$ cat src/rtl/dance_pkg.sv
// rtl/dance_pkg.sv - shared LED-dance constants, pattern encoding and monitor states
package dance_pkg;
    localparam int N_LEDS = 18;
    localparam int POS_W  = 5;

    typedef enum logic [1:0] {
        UNKNOWN = 2'd0,
        UP      = 2'd1,
        DOWN    = 2'd2,
        BOUNCE  = 2'd3
    } pattern_t;

    typedef enum logic [1:0] {
        HUNT   = 2'd0,
        TRACK  = 2'd1,
        LOCKED = 2'd2
    } state_t;
endpackage

$ cat src/rtl/led_onehot_enc.sv
// rtl/led_onehot_enc.sv - classifies an LED frame as single/blank/multi and encodes the lit index
module led_onehot_enc
    import dance_pkg::*;
(
    input  logic [N_LEDS-1:0] led_i,
    output logic [POS_W-1:0]  p_o,
    output logic              is_single_o,
    output logic              is_blank_o,
    output logic              is_multi_o
);
    always_comb begin
        p_o = '0;
        for (int i = 0; i < N_LEDS; i++) begin
            if (led_i[i]) p_o = POS_W'(i);
        end
    end

    // clearing the lowest set bit leaves zero only for a one-hot vector
    assign is_blank_o  = (led_i == '0);
    assign is_single_o = !is_blank_o && ((led_i & (led_i - N_LEDS'(1))) == '0);
    assign is_multi_o  = !is_blank_o && !is_single_o;
endmodule

$ cat src/rtl/dance_monitor.sv
// rtl/dance_monitor.sv - tracks a running-light LED sequence, locks onto it and flags breaks
module dance_monitor
    import dance_pkg::*;
#(
    parameter int LOCK_N   = 4,
    parameter int HOLD_MAX = 2
) (
    input  logic              clk_i,
    input  logic              reset_i,
    input  logic              sample_i,
    input  logic [N_LEDS-1:0] led_i,
    output logic [POS_W-1:0]  position_o,
    output logic [1:0]        pattern_o,
    output logic              locked_o,
    output logic              error_o,
    output logic [7:0]        err_count_o
);
    localparam logic [POS_W-1:0] LAST       = POS_W'(N_LEDS - 1);
    localparam logic [7:0]       LOCK_N_W   = 8'(LOCK_N);
    localparam logic [7:0]       HOLD_MAX_W = 8'(HOLD_MAX);

    logic [POS_W-1:0] p;
    logic             single, blank, multi;

    led_onehot_enc u_enc (
        .led_i       (led_i),
        .p_o         (p),
        .is_single_o (single),
        .is_blank_o  (blank),
        .is_multi_o  (multi)
    );

    state_t           state_q;
    pattern_t         pattern_q, dir_q, dir_d;
    logic [POS_W-1:0] position_q, prev_q;
    logic [7:0]       stp_q, hld_q, hld_d, err_count_q;
    logic             locked_q, error_q, wrap_q;

    logic p_up, p_dn, first, hold, step_ok, rev, blank_ok, consistent;

    always_comb begin
        p_up     = (prev_q != LAST) && (p == prev_q + 5'd1);
        p_dn     = (prev_q != 5'd0) && (p == prev_q - 5'd1);
        first    = (state_q == TRACK) && (stp_q == 8'd0);
        hold     = single && (p == prev_q) && !wrap_q;
        hld_d    = hld_q + 8'd1;
        step_ok  = 1'b0;
        rev      = 1'b0;
        dir_d    = dir_q;
        if (single && !hold) begin
            if (wrap_q) begin
                step_ok = (p == 5'd0);
            end else if (first) begin
                if (p_up) begin
                    step_ok = 1'b1;
                    dir_d   = UP;
                end else if (p_dn || (prev_q == 5'd0 && p == LAST)) begin
                    step_ok = 1'b1;
                    dir_d   = DOWN;
                end
            end else if (dir_q == UP) begin
                if (p_up) begin
                    step_ok = 1'b1;
                end else if (p_dn && prev_q >= LAST - 5'd1) begin
                    step_ok = 1'b1;
                    rev     = 1'b1;
                    dir_d   = DOWN;
                end
            end else begin
                if (p_dn || (prev_q == 5'd0 && p == LAST)) begin
                    step_ok = 1'b1;
                end else if (p_up && prev_q <= 5'd1) begin
                    step_ok = 1'b1;
                    rev     = 1'b1;
                    dir_d   = UP;
                end
            end
        end
        // the UP wrap passes through one dark frame between the last and first LED
        blank_ok   = blank && !first && !wrap_q && (prev_q == LAST) && (dir_q == UP);
        consistent = step_ok || blank_ok || (hold && hld_d <= HOLD_MAX_W);
    end

    always_ff @(posedge clk_i) begin
        if (reset_i) begin
            state_q     <= HUNT;
            position_q  <= '0;
            pattern_q   <= UNKNOWN;
            locked_q    <= 1'b0;
            error_q     <= 1'b0;
            err_count_q <= '0;
            stp_q       <= '0;
            hld_q       <= '0;
            dir_q       <= UP;
            prev_q      <= '0;
            wrap_q      <= 1'b0;
        end else begin
            error_q <= 1'b0;
            if (sample_i) begin
                if (single) position_q <= p;
                case (state_q)
                    HUNT: begin
                        if (single) begin
                            state_q <= TRACK;
                            prev_q  <= p;
                            stp_q   <= '0;
                            hld_q   <= '0;
                            wrap_q  <= 1'b0;
                        end
                    end
                    default: begin
                        if (consistent) begin
                            hld_q  <= hold ? hld_d : 8'd0;
                            wrap_q <= blank_ok;
                            dir_q  <= dir_d;
                            if (single) prev_q <= p;
                            if (step_ok && stp_q != LOCK_N_W) stp_q <= stp_q + 8'd1;
                            if (state_q != LOCKED && step_ok && stp_q + 8'd1 == LOCK_N_W) begin
                                state_q   <= LOCKED;
                                locked_q  <= 1'b1;
                                pattern_q <= dir_d;
                            end
                            if (state_q == LOCKED && rev) pattern_q <= BOUNCE;
                        end else begin
                            hld_q     <= '0;
                            wrap_q    <= 1'b0;
                            stp_q     <= '0;
                            pattern_q <= UNKNOWN;
                            locked_q  <= 1'b0;
                            if (state_q == LOCKED) begin
                                error_q <= 1'b1;
                                if (err_count_q != 8'hFF) err_count_q <= err_count_q + 8'd1;
                            end
                            if (single) begin
                                state_q <= TRACK;
                                prev_q  <= p;
                            end else begin
                                state_q <= HUNT;
                            end
                        end
                    end
                endcase
            end
        end
    end

    assign position_o  = position_q;
    assign pattern_o   = pattern_q;
    assign locked_o    = locked_q;
    assign error_o     = error_q;
    assign err_count_o = err_count_q;
endmodule

$ cat config.mk
export PLATFORM = sky130hd
export DESIGN_NAME = dance_monitor
export DESIGN_NICKNAME = d
export VERILOG_FILES = /design/src/rtl/dance_pkg.sv /design/src/rtl/led_onehot_enc.sv /design/src/rtl/dance_monitor.sv
export SDC_FILE = /design/constraint.sdc
export NUM_CORES = 1
export LEC_CHECK = 0
export BUFFER_PORTS_ARGS = -buffer_cell sky130_fd_sc_hd__buf_2
export CORE_MARGIN = 1.5
export CORE_UTILIZATION = 40
export DETAILED_ROUTE_END_ITERATION = 6
export PLACE_DENSITY = 0.69
export SETUP_SLACK_MARGIN = 0.4
export SLEW_MARGIN = 15
export SYNTH_ARGS = -nofsm -noshare
export SYNTH_HDL_FRONTEND = slang
export SYNTH_SLANG_ARGS = --single-unit
$ cat constraint.sdc
create_clock -name clk_i -period 3.9 [get_ports clk_i]
set_input_delay 0.78 -clock clk_i [delete_from_list [all_inputs] [get_ports clk_i]]
set_output_delay 0.78 -clock clk_i [all_outputs]
set_load 0.01 [all_outputs]
==> results.tsv <==
stage	metric	value	unit
setup_path	CP Class	input pin to register	
setup_path	CP endpoint kind	register	
run_status	outcome	finished clean	
cells_and_area	final non-filler cell total	562	
floorplan	IO Pins	38	
setup_path	startpoint types	input pin	
floorplan	Cell Rows	32	
placement	port buffer count	37	
route	via count of the routed design	3262	
route	DRT Wirelength	8.20	mm
placement	RePlAce Congestion	0.925	
timing	fin crit share	0.876	
synthesis	register area share after synthesis	0.241	
synthesis	Cell variety after synth	77	
run	MaxCap Viol Count	0	
placement	placed inst area	3530	um2
grt	Overflow after GRT	0	
timing	post-route setup TNS	0	ns
route	DRT antenna net count	0	
setup_path	Critical-path top delay cell	or4_4	
floorplan	Die H	91.8	um
synthesis	Post-Syn Area per Cell	7.77	um2
floorplan	die area	8430	um2
route	Initial DRC Count	172	
cells_and_area	final instance area	3820	um2
cts	worst skew pair latency	0.29	ns
synthesis	Synth Cell Area	3150	um2
floorplan	Die Wd	91.8	um
floorplan	Core Area	7690	um2
synthesis	Synth warnings	0	
floorplan	initial core utilization	0.410	
cts	Clk pin slew, worst setup/hold paths	0.07	ns
synthesis	Yosys top cell by area	dfxtp_1	
synthesis	Cells after Synth	406	
route	post-DR wirelength/cell	14.6	um
placement	dpl cells	549	
cells_and_area	# diodes	0	
setup_path	CP Data Arrival Time	3.59	ns
cts	deepest clock path buffer count	2	
timing	RSZ-0062 raised after global routing	yes	
synthesis	ys async rst share	0	
power	worst vdd ir	0.000175	V
synthesis	synthesized flop and latch total	38	
grt	Tot GR Track Use	0.196	
route	Via density	5.80	
route	DRC viols	0	
grt	vias in the first global route	2932	
cells_and_area	area of the multi-input gates	2390	um2
cells_and_area	Register Area	761	um2
cts	CTS tree	done	
grt	pin count of the biggest net entering global routing	27	
cells_and_area	final net count	490	
setup_path	Worst Path Required	4.08	ns
min_path	HP Class	register to register	
synthesis	Post-synth EDFFs	0	
power	PwrDens	219	nW/um2
route	DR pass1 iterations	5	
cells_and_area	synthesis-to-finish area growth	21.1	%
cts	CTS H-tree lvls	2	
synthesis	Synth top area share	0.241	
setup_path	cells along the critical path	buf_4 -> or4_4 -> or3_1 -> a22oi_2 -> o211a_1 -> nand4b_1 -> a211oi_2 -> mux2_4 -> a21o_1 -> or4_1 -> o31a_1	
timing	worst slew pin tran	0.780	ns
timing	# setup viols final	0	
timing	Peak Freq	293	MHz
cells_and_area	fillers	758	
power	Tot Pwr	0.836	mW
timing	final hold vios	0	
cells_and_area	share of layout cells above drive strength 1	0.233	
synthesis	top post-synthesis cells by area	dfxtp_1 (24%), nor2_1 (5.1%), a21oi_1 (4.1%)	
cts	clock sink count	38	
grt	global-route wire length before repair	13.7	mm
synthesis	most common flop cell mapped by yosys	dfxtp_1	
setup_path	Critical Path Fanout Max	6	
grt	initial antenna violation count	0	
setup_path	CP peak stage delay	0.51	ns
timing	fin. max-slew vios	0	
power	static leakage	1.40	nW
placement	Detail Placement HPWL	6.20	mm
timing	Max transition margin	0.474	
cts	cts bufs inserted	5	
timing	Final min period	3.42	ns
timing	Final Skew	0.00439	ns
synthesis	Mapped Nets	436	
cts	Root Driver	clkbuf_8	
-- cell usage after synthesis (5+ instances only) --
| cell type | count |
|---|---|
| and2_1 | 10 |
| a21oi_1 | 26 |
| nor2_1 | 43 |
| inv_1 | 18 |
| clkbuf_1 | 7 |
| o21ai_0 | 15 |
| or4_1 | 8 |
| nor3_1 | 16 |
| o21ai_1 | 6 |
| xor2_1 | 6 |
| nor2b_1 | 9 |
| ha_1 | 9 |
| nand4b_1 | 5 |
| xnor2_1 | 5 |
| or3_1 | 8 |
| nand2_1 | 30 |
| dfxtp_1 | 38 |
| nand3_1 | 22 |
| a21o_1 | 7 |
| nand4_1 | 5 |
| nor4_1 | 5 |
| o31ai_1 | 5 |
| nand2b_1 | 8 |
-- per-stage QoR --
stage	util	worst slack, ns	hold slack, ns
floorplan	-	0.408	0.450
global placement	0.460	0.112	0.454
detailed placement	0.460	-0.0158	0.445
CTS	0.476	0.412	0.457
global route	0.497	0.371	0.488
finish	0.497	0.484	0.454
-- layer usage --
layer	global-route usage	wire length, um
met5	0	0
met4	0.0538	182
met3	0.0307	372
met2	0.328	3870
met1	0.262	3780
-- layout by cell type, fill, tap and decap left out, drive strengths merged, types with 4 or more instances in the layout --
cell type,instances
or4,10
or3,8
a21oi,27
xnor2,5
nand2,30
o22ai,4
o21ai,21
inv,18
nand3,22
ha,9
o31a,4
dfxtp,38
nor3b,4
a31oi,4
nor2b,10
o211ai,5
nor4,9
nand4b,5
o31ai,9
and3,4
xor2,6
nand2b,8
buf,59
clkbuf,6
nand4,5
nor3,17
nor2,43
a21o,7
nand3b,4
and2,10
-- area by class of cell --
class,count,share of cell area
inverter,18,0.0177
clock inverter,1,0.00786
clock buffer,6,0.0216
sequential,38,0.199
timing repair buffer,59,0.0940
multi-input combinational,338,0.626
tap,102,0.0334
-- registers in the layout, summed over array words and instances (netlist names) --
register and count:
wrap_q 1, state_q 2, stp_q 8, hld_q 8, error_o 1, pattern_o 2
prev_q 5, locked_o 1, err_count_o 8, dir_q 2
-- final timing paths --
kind | from | endpoint | slack [ns] | cells past startpoint
worst max-delay path | led_i[2] | dir_q[0] | 0.48 | 11
worst min-delay path | locked_o | locked_o | 0.45 | 2
worst max register to register | prev_q[0] | stp_q[2] | 0.65 | 11
worst min register to register | locked_o | locked_o | 0.45 | 2
-- cell families after synthesis --
family                     count (synthesis)  share of synthesized area
AOI/OAI and AO/OA                        113                      0.261
xor gates and xnor gates                  12                     0.0381
adders and majority gates                 12                     0.0452
buffers and inverters                     30                     0.0413
DFF                                       38                      0.241
muxes                                      4                     0.0139
and+or+nand+nor                          197                      0.359
-- worst max-delay path: cells and delay by family --
family / cells / cell delay [ns]
AO/OA/AOI/OAI: 5 / 0.94
multiplexers: 1 / 0.33
AND/OR/NAND/NOR: 4 / 1.40
buffers and inverters: 1 / 0.13
-- power breakdown --
part / switching (mW) / leakage, nW / internal, mW
Combinational: 0.0634 / 1.03 / 0.0403
Sequential: 0.00000122 / 0.306 / 0.388
Clock: 0.140 / 0.0573 / 0.205
-- repair_timing --
| item | 4_1_cts | 5_1_grt |
|---|---|---|
| endpoints found under the setup margin | 5 | 18 |
| hold buffers | 0 | 0 |
| resized for setup | 2 | 24 |
| buffers inserted | 0 | 6 |
| pin swaps | 0 | 10 |
| gates cloned | 0 | 0 |
(Power assumes the default switching activity.)
